===== src/rtl/rot_pkg.sv =====
// rot_pkg: shared widths, types and reference rotate for the rotator slice
package rot_pkg;
    localparam int DATA_W = 32;
    localparam int AMT_W  = 5;
    typedef logic [DATA_W-1:0] data_t;
    typedef logic [AMT_W-1:0]  amt_t;
    function automatic data_t rotl(input data_t a, input amt_t n);
        return (a << n) | (a >> (DATA_W - int'(n)));
    endfunction
endpackage


===== src/rtl/rot32_core.sv =====
// rot32_core: combinational 32-bit rotate-left as a 5-stage log shifter
module rot32_core
    import rot_pkg::*;
(
    input  data_t a,
    input  amt_t  amt,
    output data_t o
);
    data_t s [AMT_W+1];
    assign s[0] = a;
    for (genvar k = 0; k < AMT_W; k++) begin : g_stage
        localparam int SH = 1 << k;
        assign s[k+1] = amt[k] ? {s[k][DATA_W-1-SH:0], s[k][DATA_W-1:DATA_W-SH]} : s[k];
    end
    assign o = s[AMT_W];
endmodule


===== src/rtl/rot_arbiter.sv =====
// rot_arbiter: round-robin arbiter sharing one registered 32-bit rotator
module rot_arbiter
    import rot_pkg::*;
#(
    parameter  int NUM_REQ = 4,
    localparam int ID_W    = $clog2(NUM_REQ)
) (
    input  logic                      clk,
    input  logic                      rst_n,
    input  logic [NUM_REQ-1:0]        req_valid,
    output logic [NUM_REQ-1:0]        req_ready,
    input  logic [NUM_REQ*DATA_W-1:0] req_data,
    input  logic [NUM_REQ*AMT_W-1:0]  req_amt,
    output logic                      rsp_valid,
    input  logic                      rsp_ready,
    output logic [DATA_W-1:0]         rsp_data,
    output logic [ID_W-1:0]           rsp_id
);
    logic [ID_W-1:0] rr_ptr, gnt, idx;
    logic            hit, fire;
    data_t           d_arr [NUM_REQ];
    amt_t            a_arr [NUM_REQ];
    data_t           rot;
    for (genvar g = 0; g < NUM_REQ; g++) begin : g_unpack
        assign d_arr[g] = req_data[g*DATA_W +: DATA_W];
        assign a_arr[g] = req_amt[g*AMT_W +: AMT_W];
    end
    // First valid requester at or after rr_ptr, wrapping
    always_comb begin
        gnt = '0;
        hit = 1'b0;
        idx = '0;
        for (int i = 0; i < NUM_REQ; i++) begin
            idx = ID_W'((int'(rr_ptr) + i) % NUM_REQ);
            if (!hit && req_valid[idx]) begin
                hit = 1'b1;
                gnt = idx;
            end
        end
    end
    assign fire      = hit && (!rsp_valid || rsp_ready);
    assign req_ready = (fire && rst_n) ? {{(NUM_REQ-1){1'b0}}, 1'b1} << gnt : '0;
    rot32_core u_rot (.a(d_arr[gnt]), .amt(a_arr[gnt]), .o(rot));
    always_ff @(posedge clk or negedge rst_n) begin
        if (!rst_n) begin
            rsp_valid <= 1'b0;
            rsp_data  <= '0;
            rsp_id    <= '0;
            rr_ptr    <= '0;
        end else if (fire) begin
            rsp_valid <= 1'b1;
            rsp_data  <= rot;
            rsp_id    <= gnt;
            rr_ptr    <= (gnt == ID_W'(NUM_REQ-1)) ? '0 : gnt + 1'b1;
        end else if (rsp_ready) begin
            rsp_valid <= 1'b0;
        end
    end
endmodule


===== config.mk =====
export PLATFORM = sky130hd
export DESIGN_NAME = rot_arbiter
export DESIGN_NICKNAME = d
export VERILOG_FILES = /design/src/rtl/rot_pkg.sv /design/src/rtl/rot32_core.sv /design/src/rtl/rot_arbiter.sv
export SDC_FILE = /design/constraint.sdc
export NUM_CORES = 1
export LEC_CHECK = 0
export ABC_CLOCK_PERIOD_IN_PS = 7250
export BUFFER_PORTS_ARGS = -buffer_cell sky130_fd_sc_hd__buf_4
export CELL_PAD_IN_SITES_DETAIL_PLACEMENT = 0
export CELL_PAD_IN_SITES_GLOBAL_PLACEMENT = 1
export CORE_UTILIZATION = 38
export DETAILED_ROUTE_END_ITERATION = 12
export PLACE_DENSITY_LB_ADDON = 0.1
export SYNTH_ARGS = -nofsm -noshare
export SYNTH_HDL_FRONTEND = slang
export SYNTH_SLANG_ARGS = --single-unit
export TNS_END_PERCENT = 10

===== constraint.sdc =====
create_clock -name clk -period 7.25 [get_ports clk]
set_input_delay 0.3625 -clock clk [delete_from_list [all_inputs] [get_ports clk]]
set_output_delay 0.3625 -clock clk [all_outputs]
set_load 0.01 [all_outputs]

==> results.cfg, run 1 <==
[drt]
met3_wirelength_mm = 1.14
detail_route.wirelength.met1_mm = 7.94
finalWirelength_mm = 17.8
dr.pass1.iters = 5
drtIter0Drc = 415
routed-wl-met2_mm = 8.40
ant_nets = 0
dr_total_vias = 5239
wl_per_instance_um = 19.8
post_drt_via_cell_ratio = 5.81
route.top_layer_used = met4
drc_errors = 0

[yosys]
synth_edf_count = 0
async_set_reset_flop_share_out_of_synthesis = 1.00
synth_fp_nets = 741
synth_cell_types = 44
postSynth.topFlopCell = sky130_fd_sc_hd__dfrtp_1
ys_seq_elements = 37
postSynthAreaPerCell_sq_um = 8.15
netlist_instances = 582
netlist_area_sq_um = 4750
ys_seq_area_frac = 0.195
yosysWarnings = 0

[timing]
report.final.setup_viol = 0
setup_slack_ns = 2.46
minimum_clock_period_ns = 4.79
timing.final.hold_violations = 0
min_period_over_period = 0.660
maxSlewHeadroom = 0.262
max_freq_mhz = 209
tightest_slew_ns = 1.11
grt_setup_unrepaired = no
clock-skew-final_ns = 0.00708
fin_setup_tns_ns = 0
drv_slew = 0

[cts]
clk_pin_slew_ns = 0.06
cts_setup_buffers = 0
clkLatencyLatePin_ns = 0.29
tritoncts.num_buffers = 5
cts-root-buf = sky130_fd_sc_hd__clkbuf_16
clock_tree.buffer_depth = 2
clock_sink_count = 37
cts_resized = 0
cts-htree-levels = 2
cts_tree = done
cts-hold-fix-buffers = 0

[placed_design]
dpl_worst_slack_ns = 2.52
placed_cells = 894
port_buffers = 193
gp_routability_congestion = 0.943
detailedPlacementHpwl_mm = 14.0

[final_layout]
mostFrequentLayoutCells = sky130_fd_sc_hd__buf_4 (200), sky130_fd_sc_hd__nand3_1 (72), sky130_fd_sc_hd__nand2_1 (64)
antenna_diode_instance_count = 0
synthToLayoutAreaGrowth_pct = 34.1
layout.area.seq_sq_um = 926
final_layout_size_suffix_gt1_frac = 0.381
final-instance-count-excl-fill = 902
layout.cells.most_common = sky130_fd_sc_hd__buf_4
multi_input_area_sq_um = 3510
utilization = 0.526
fin_nets = 892
n_fill_cell = 1189

[global_route]
grt.total_usage = 0.273
grt_first_pass_wirelength_mm = 27.3
globalRoute.totalOverflow = 0
grt_max_degree = 93
initial_antenna_violation_count = 0
grt_pass1_vias = 5066

[min_path]
hold_path_class = primary input to asynchronous set/reset pin

[die]
die_width_um = 114
fp-row-count = 40
die_height_um = 114
die_area_sq_um = 12900
core_sq_um = 12100
ios = 194
initial_core_util = 0.392

[flow_run]
number_of_maximum_capacitance_constraint_violations = 0

[power_and_ir_drop]
report.power.total_mw = 2.89
power.ir.vdd_worst_v = 0.000268
static_leakage_power_nw = 2.89
powerDensity_nw_per_um2 = 454

[worst_setup_path]
endpoint_kind = flip-flop
cp_top_family = compound AO/OA/AOI/OAI gates
worst-endpoint-required_ns = 7.42
timing.setup.critical_path_class = flip-flop to flip-flop
crit_path_cell_trace = nand2_2, a211o_1, and3_4, a211oi_4, or2_2, o21ai_0, o211ai_1, o21a_1, mux2i_1, a221o_1
worstRegToRegCells = 10
crit_path_max_incr_delay_ns = 0.97
regToRegStartpoint = rr_ptr[1]
timing.critical_path.slowest_stage_cell = sky130_fd_sc_hd__or2_2
critical_path.n_buffers_inverters = 0
worstPathMaxFanout = 48
setup_slack_of_the_worst_register_to_register_path_ns = 2.46
timing.rr.end = rsp_data[6]
timing.critical_path.from_type = flip-flop
timing.critical_path.arrival_ns = 4.96

[outcome]
status = finished clean
==> synth_stat cells, types with 2 or more instances <==
| master | number | area share |
|---|---|---|
| sky130_fd_sc_hd__o221ai_1 | 20 | 0.037 |
| sky130_fd_sc_hd__mux2i_2 | 2 | 0.0058 |
| sky130_fd_sc_hd__o211ai_2 | 12 | 0.032 |
| sky130_fd_sc_hd__inv_1 | 3 | 0.0024 |
| sky130_fd_sc_hd__o211ai_1 | 36 | 0.057 |
| sky130_fd_sc_hd__buf_4 | 2 | 0.0032 |
| sky130_fd_sc_hd__and3_1 | 21 | 0.028 |
| sky130_fd_sc_hd__o21ai_0 | 45 | 0.047 |
| sky130_fd_sc_hd__a21oi_1 | 3 | 0.0032 |
| sky130_fd_sc_hd__a211oi_1 | 17 | 0.027 |
| sky130_fd_sc_hd__o21a_1 | 16 | 0.025 |
| sky130_fd_sc_hd__clkbuf_1 | 26 | 0.021 |
| sky130_fd_sc_hd__nand2_1 | 64 | 0.051 |
| sky130_fd_sc_hd__and2_1 | 20 | 0.026 |
| sky130_fd_sc_hd__a221o_1 | 20 | 0.042 |
| sky130_fd_sc_hd__nand2b_1 | 2 | 0.0026 |
| sky130_fd_sc_hd__dfrtp_1 | 37 | 0.20 |
| sky130_fd_sc_hd__mux2_2 | 28 | 0.066 |
| sky130_fd_sc_hd__buf_1 | 3 | 0.0024 |
| sky130_fd_sc_hd__ha_1 | 4 | 0.011 |
| sky130_fd_sc_hd__nor2_1 | 4 | 0.0032 |
| sky130_fd_sc_hd__o21ai_1 | 5 | 0.0053 |
| sky130_fd_sc_hd__buf_2 | 20 | 0.021 |
| sky130_fd_sc_hd__and3_4 | 2 | 0.0047 |
| sky130_fd_sc_hd__a211oi_4 | 3 | 0.013 |
| sky130_fd_sc_hd__a31o_2 | 16 | 0.030 |
| sky130_fd_sc_hd__mux2i_1 | 59 | 0.12 |
| sky130_fd_sc_hd__nand3_1 | 72 | 0.076 |
| sky130_fd_sc_hd__buf_6 | 3 | 0.0071 |
| sky130_fd_sc_hd__a21o_1 | 3 | 0.0047 |
==> layout make-up <==
class,instances,area share
Multi-Input combinational cell,484,0.552
Clock buffer,5,0.0197
Clock inverter,3,0.0108
Tap cell,168,0.0330
Timing Repair Buffer,200,0.236
Inverter,5,0.00314
Sequential cell,37,0.145
==> flip-flops by register name, summed over array words and instances, names as in the netlist <==
signal / count
rsp_data: 32
rr_ptr: 2
rsp_id: 2
rsp_valid: 1
==> how the worst max path moves through the flow <==
stage,start,slack [ns],depth (start not counted),to
floorplan,req_valid[2],4.41,9,rsp_data[21]
global placement,req_valid[2],2.59,11,rsp_data[22]
detailed placement,req_valid[2],2.52,11,rsp_data[6]
CTS,rr_ptr[1],2.53,10,rsp_data[6]
global route,rr_ptr[1],2.19,10,rsp_data[21]
finish,rr_ptr[1],2.46,10,rsp_data[6]
==> stage by stage <==
stage / cell area, sq um / hold WS, ns
floorplan: 4750 / 0.0669
global placement: 6170 / 0.358
detailed placement: 6170 / 0.370
CTS: 6370 / 0.0666
global route: 6370 / 0.0833
finish: 6370 / 0.0460
==> report_power, final <==
group	leakage (nW)	switching, mW	internal [mW]
logic	2.35	1.32	0.918
registers	0.447	0.0565	0.308
clock network	0.0944	0.0917	0.198
total	2.89	1.46	1.42
==> metal layers <==
layer | track usage | up-vias
met5 | 0 | -
met4 | 0.0728 | 0
met3 | 0.0388 | 23
met2 | 0.461 | 208
met1 | 0.365 | 2461
li1 | - | 2547
==> logic make-up (layout without fill, tap and decap cells) <==
logic type	after synthesis	after routing	synth area share
flip-flops	37	37	0.195
adder cells (fa/ha/maj)	4	4	0.0105
AO/OA/AOI/OAI	200	200	0.331
AND/OR/NAND/NOR	191	191	0.201
buffers and inverters	61	213	0.0659
multiplexers	89	89	0.197
Power figures use the tool's default switching activity.
==> run 2, diff against run 1 <==
--- a/config.mk
+++ b/config.mk
@@ -5,11 +5,11 @@
 export SDC_FILE = /design/constraint.sdc
 export NUM_CORES = 1
 export LEC_CHECK = 0
-export ABC_CLOCK_PERIOD_IN_PS = 7250
+export ABC_CLOCK_PERIOD_IN_PS = 4910
 export BUFFER_PORTS_ARGS = -buffer_cell sky130_fd_sc_hd__buf_4
 export CELL_PAD_IN_SITES_DETAIL_PLACEMENT = 0
 export CELL_PAD_IN_SITES_GLOBAL_PLACEMENT = 1
-export CORE_UTILIZATION = 38
+export CORE_UTILIZATION = 35
 export DETAILED_ROUTE_END_ITERATION = 12
 export PLACE_DENSITY_LB_ADDON = 0.1
 export SYNTH_ARGS = -nofsm -noshare
==> constraint.sdc (replaced) <==
create_clock -name clk -period 4.91 [get_ports clk]
set_input_delay 0.2455 -clock clk [delete_from_list [all_inputs] [get_ports clk]]
set_output_delay 0.2455 -clock clk [all_outputs]
set_load 0.01 [all_outputs]
==> results.cfg, run 2 (same netlist as run 1, synthesis figures left out) <==
[outcome]
status = finished clean

[final_layout]
mostFrequentLayoutCells = sky130_fd_sc_hd__buf_4 (205), sky130_fd_sc_hd__nand3_1 (72), sky130_fd_sc_hd__nand2_1 (64)
fin_nets = 899
synthToLayoutAreaGrowth_pct = 34.8
largest_register = rsp_data
layout.cells.most_common = sky130_fd_sc_hd__buf_4
flip_flop_count_of_the_largest_register_after_layout = 32
antenna_diode_instance_count = 0
largest_registers = rsp_data: 32 flops, rr_ptr: 2 flops, rsp_id: 2 flops
final_layout_size_suffix_gt1_frac = 0.386

[timing]
timing.hold.ws_ns = 0.228
clock-skew-final_ns = 0.00510
min_period_over_period = 0.827
drv_slew = 0
grt_setup_unrepaired = no
fin_setup_tns_ns = 0
tightest_slew_ns = 1.06
max_freq_mhz = 246
minimum_clock_period_ns = 4.06
timing.final.hold_violations = 0
maxSlewHeadroom = 0.292
report.final.setup_viol = 0

[die]
die_height_um = 118
initial_core_util = 0.358
core_sq_um = 13200
fp-row-count = 42
die_width_um = 118
ios = 194
die_area_sq_um = 14000

[global_route]
grt.total_usage = 0.258
grt_pass1_vias = 5164
grt_max_degree = 92
globalRoute.totalOverflow = 0
initial_antenna_violation_count = 0
grt_first_pass_wirelength_mm = 28.4

[worst_setup_path]
timing.critical_path.from_type = flip-flop
setup_slack_of_the_worst_register_to_register_path_ns = 0.85
regToRegStartpoint = rr_ptr[1]
endpoint_kind = flip-flop
worst-endpoint-required_ns = 5.08
crit_start = rr_ptr[1]
worst_setup_path_endpoint = rsp_data[29]
worstPathMaxFanout = 39
timing.setup.critical_path_class = flip-flop to flip-flop
timing.critical_path.arrival_ns = 4.23
timing.rr.end = rsp_data[29]
worstRegToRegCells = 13

[power_and_ir_drop]
powerDensity_nw_per_um2 = 658
power.ir.vdd_worst_v = 0.000336
static_leakage_power_nw = 2.90

[cts]
cts_resized = 0
cts_tree = done
clkLatencyLatePin_ns = 0.29
cts-htree-levels = 2
cts-root-buf = sky130_fd_sc_hd__clkbuf_16
tritoncts.num_buffers = 5
clock_tree.buffer_depth = 2
clock_sink_count = 37
clk_pin_slew_ns = 0.07

[placed_design]
gp_routability_congestion = 0.942
detailedPlacementHpwl_mm = 14.5
port_buffers = 193

[drt]
post_drt_via_cell_ratio = 5.77
dr_total_vias = 5295
drc_errors = 0
wl_per_instance_um = 20.1
finalWirelength_mm = 18.4
dr.pass1.iters = 5
drtIter0Drc = 341
ant_nets = 0

[flow_run]
number_of_maximum_capacitance_constraint_violations = 0

[min_path]
hold_path_class = primary input to flip-flop
[run 2: worst min-delay path by stage]
stage,cells after the start,start,slack (ns),end
finish,4,rsp_ready,0.23,rsp_valid
floorplan,0,rst_n,-0.05,rr_ptr[0]
global placement,1,rst_n,0.25,rsp_valid
CTS,4,rsp_ready,0.22,rsp_valid
global route,4,rsp_ready,0.24,rsp_valid
detailed placement,1,rst_n,0.25,rsp_valid
[run 2: through the flow]
step	power (mW)	setup slack (ns)	instance area [sq um]	std cells	utilization
after floorplan	2.90	2.07	4750	582	-
after global placement	3.83	0.955	6240	908	0.471
after detailed placement	3.86	0.859	6240	908	0.471
after CTS	4.22	0.851	6400	917	0.483
after global routing	4.53	0.603	6400	917	0.483
final	4.21	0.849	6400	917	0.483
[run 2: worst max-delay path, stage by stage, from the launching register on]
cell and delay (ns):
sky130_fd_sc_hd__dfrtp_1 0.49, sky130_fd_sc_hd__nand2_2 0.13, sky130_fd_sc_hd__a211oi_4 0.64, sky130_fd_sc_hd__nor2_4 0.05, sky130_fd_sc_hd__clkinv_2 0.41, sky130_fd_sc_hd__a211oi_4 0.11, sky130_fd_sc_hd__buf_4 0.21, sky130_fd_sc_hd__or2_2 0.48
sky130_fd_sc_hd__buf_4 0.28, sky130_fd_sc_hd__mux2i_1 0.16, sky130_fd_sc_hd__mux2i_1 0.27, sky130_fd_sc_hd__mux2_2 0.22, sky130_fd_sc_hd__mux2i_1 0.09, sky130_fd_sc_hd__a221o_1 0.40
[run 2: power by group]
| part | switching (mW) | internal (mW) | leakage, nW |
|---|---|---|---|
| Combinational | 1.94 | 1.39 | 2.39 |
| Clock | 0.148 | 0.189 | 0.0702 |
| Sequential | 0.0901 | 0.456 | 0.447 |
| Total | 2.17 | 2.03 | 2.90 |
[run 2: final cells by class]
class | count | area [sq um]
Clock buffer | 5 | 125
Multi-Input combinational cell | 484 | 3510
Clock inverter | 3 | 21.3
Inverter | 5 | 20.0
Tap cell | 176 | 220
Timing Repair Buffer | 207 | 1570
Sequential cell | 37 | 926
Fill cell | 1318 | 6850
[run 2: repair_timing]
action | 4_1_cts | 5_1_grt
hold buffers | 1 | 0
setup buffers | 0 | 0
hold endpoints to repair | 37 | 0
[run 2: layer usage]
layer / track usage / wire length [um] / up-vias
li1: - / - / 2567
met1: 0.336 / 8330 / 2525
met2: 0.452 / 8840 / 185
met3: 0.0372 / 996 / 18
met4: 0.0554 / 282 / 0
met5: 0 / 0 / -
==> run 3, diff against run 2 <==
--- a/config.mk
+++ b/config.mk
@@ -5,7 +5,7 @@
 export SDC_FILE = /design/constraint.sdc
 export NUM_CORES = 1
 export LEC_CHECK = 0
-export ABC_CLOCK_PERIOD_IN_PS = 4910
+export ABC_CLOCK_PERIOD_IN_PS = 3800
 export BUFFER_PORTS_ARGS = -buffer_cell sky130_fd_sc_hd__buf_4
 export CELL_PAD_IN_SITES_DETAIL_PLACEMENT = 0
 export CELL_PAD_IN_SITES_GLOBAL_PLACEMENT = 1
==> constraint.sdc (replaced) <==
create_clock -name clk -period 3.8 [get_ports clk]
set_input_delay 0.19 -clock clk [delete_from_list [all_inputs] [get_ports clk]]
set_output_delay 0.19 -clock clk [all_outputs]
set_load 0.01 [all_outputs]
==> results.cfg, run 3 (same netlist as run 1, synthesis figures left out) <==
[placed_design]
placed_cells = 917
detailedPlacementHpwl_mm = 14.9
gp_routability_congestion = 0.942
port_buffers = 193

[worst_setup_path]
worst-endpoint-required_ns = 4.02
timing.critical_path.from_type = flip-flop
timing.critical_path.arrival_ns = 3.71
endpoint_kind = flip-flop
worstPathMaxFanout = 48
setup_slack_of_the_worst_register_to_register_path_ns = 0.31
timing.setup.critical_path_class = flip-flop to flip-flop
worstRegToRegCells = 11
timing.rr.end = rsp_data[29]
regToRegStartpoint = rr_ptr[1]

[final_layout]
largest_registers = rsp_data: 32 flops, rr_ptr: 2 flops, rsp_id: 2 flops
largest_register = rsp_data
utilization = 0.489
flip_flop_count_of_the_largest_register_after_layout = 32
layout.cells.most_common = sky130_fd_sc_hd__buf_4
final-instance-count-excl-fill = 926
antenna_diode_instance_count = 0
fin_nets = 908
mostFrequentLayoutCells = sky130_fd_sc_hd__buf_4 (213), sky130_fd_sc_hd__nand3_1 (72), sky130_fd_sc_hd__nand2_1 (64)
final_layout_size_suffix_gt1_frac = 0.393
synthToLayoutAreaGrowth_pct = 36.5

[drt]
dr.pass1.iters = 9
drc_errors = 1
ant_nets = 0
drtIter0Drc = 367
wl_per_instance_um = 20.2
dr_total_vias = 5356
post_drt_via_cell_ratio = 5.78
finalWirelength_mm = 18.7

[global_route]
grt_first_pass_wirelength_mm = 29.1
grt.total_usage = 0.265
grt_max_degree = 65
globalRoute.totalOverflow = 0
initial_antenna_violation_count = 0
grt_pass1_vias = 5259

[timing]
drv_slew = 0
clock-skew-final_ns = 0.00673
min_period_over_period = 0.918
report.final.setup_viol = 0
timing.final.hold_violations = 0
max_freq_mhz = 287
tightest_slew_ns = 0.824
maxSlewHeadroom = 0.446
grt_setup_unrepaired = no
minimum_clock_period_ns = 3.49
fin_setup_tns_ns = 0

[cts]
clkLatencyLatePin_ns = 0.28
cts_setup_buffers = 0
tritoncts.num_buffers = 5
clk_pin_slew_ns = 0.06
clock_sink_count = 37
cts-root-buf = sky130_fd_sc_hd__clkbuf_16
cts-htree-levels = 2
clock_tree.buffer_depth = 2
cts_tree = done

[min_path]
hold_path_cells = 4
hold_path_class = primary input to flip-flop
min_from = rsp_ready
hold_end = rsp_valid

[outcome]
failed_checks = DRC
status = finished, violations left

[die]
die_height_um = 118
initial_core_util = 0.358
die_area_sq_um = 14000
die_width_um = 118
ios = 194
core_sq_um = 13200
fp-row-count = 42

[power_and_ir_drop]
clockPowerShare = 0.076
internal-power_mw = 2.67
pwr-share-comb = 0.797
power.ir.vdd_worst_v = 0.000394
static_leakage_power_nw = 2.95
power.net_switching_mw = 2.81
p_seq_frac = 0.128
power_switching_share = 0.513
powerDensity_nw_per_um2 = 846

[flow_run]
number_of_maximum_capacitance_constraint_violations = 0
-- run 3: cell count changes in the layout (fill, tap and decap cells not counted) --
cell	change
sky130_fd_sc_hd__buf_12	+1
sky130_fd_sc_hd__buf_4	+8
-- run 3: power by group through the flow --
stage	sequential [mW]	combinational, mW	clock [mW]
final	0.699	4.37	0.415
after floorplan	0.768	2.98	0
after detailed placement	0.698	4.35	0
after global routing	0.729	4.72	0.445
after CTS	0.702	4.36	0.426
after global placement	0.702	4.31	0
-- run 3: through the flow --
step | instance area [sq um] | hold WS [ns] | setup slack, ns | power (mW)
6_report | 6480 | 0.196 | 0.310 | 5.48
5_1_grt | 6480 | 0.219 | 0.118 | 5.90
4_1_cts | 6480 | 0.190 | 0.328 | 5.49
3_5_place_dp | 6320 | 0.199 | 0.339 | 5.05
3_3_place_gp | 6320 | 0.186 | 0.421 | 5.01
2_1_floorplan | 4750 | -0.106 | 0.961 | 3.75
-- run 3: metal layers --
metal / GRT usage / vias up / wire (um)
li1: - / 2588 / -
met4: 0.0467 / 0 / 233
met2: 0.456 / 202 / 9080
met1: 0.352 / 2550 / 8250
met3: 0.0415 / 16 / 1140
met5: 0 / - / 0
-- run 3: what timing repair did --
action,in CTS,in global routing
hold buffers,1,0
gates resized for setup,0,0
endpoints found under the hold margin,37,0
-- run 3: how the worst max path moves through the flow --
stage          depth (start not counted)            to  startpoint
3_5_place_dp                          11  rsp_data[13]   rr_ptr[1]
4_1_cts                               11  rsp_data[13]   rr_ptr[1]
5_1_grt                               11  rsp_data[13]   rr_ptr[1]
6_report                              11  rsp_data[29]   rr_ptr[1]
3_3_place_gp                          11  rsp_data[29]   rr_ptr[1]
2_1_floorplan                          9   rsp_data[5]   rr_ptr[0]
-- run 3: worst max-delay path, cell delays in order (launching register included) --
cell	delay [ns]
sky130_fd_sc_hd__dfrtp_1	0.48
sky130_fd_sc_hd__nand2_2	0.12
sky130_fd_sc_hd__a211o_1	0.53
sky130_fd_sc_hd__and3_4	0.30
sky130_fd_sc_hd__a211oi_4	0.21
sky130_fd_sc_hd__or2_2	0.17
sky130_fd_sc_hd__buf_12	0.26
sky130_fd_sc_hd__mux2i_1	0.46
sky130_fd_sc_hd__mux2i_1	0.16
sky130_fd_sc_hd__mux2_2	0.31
sky130_fd_sc_hd__mux2i_1	0.24
sky130_fd_sc_hd__a221o_1	0.19
-- run 3: area by class of cell --
class,instances,area [sq um]
Clock buffer,5,125
Clock inverter,3,21.3
Fill cell,1304,6770
Inverter,5,20.0
Multi-Input combinational cell,484,3510
Sequential cell,37,926
Tap cell,176,220
Timing Repair Buffer,216,1650
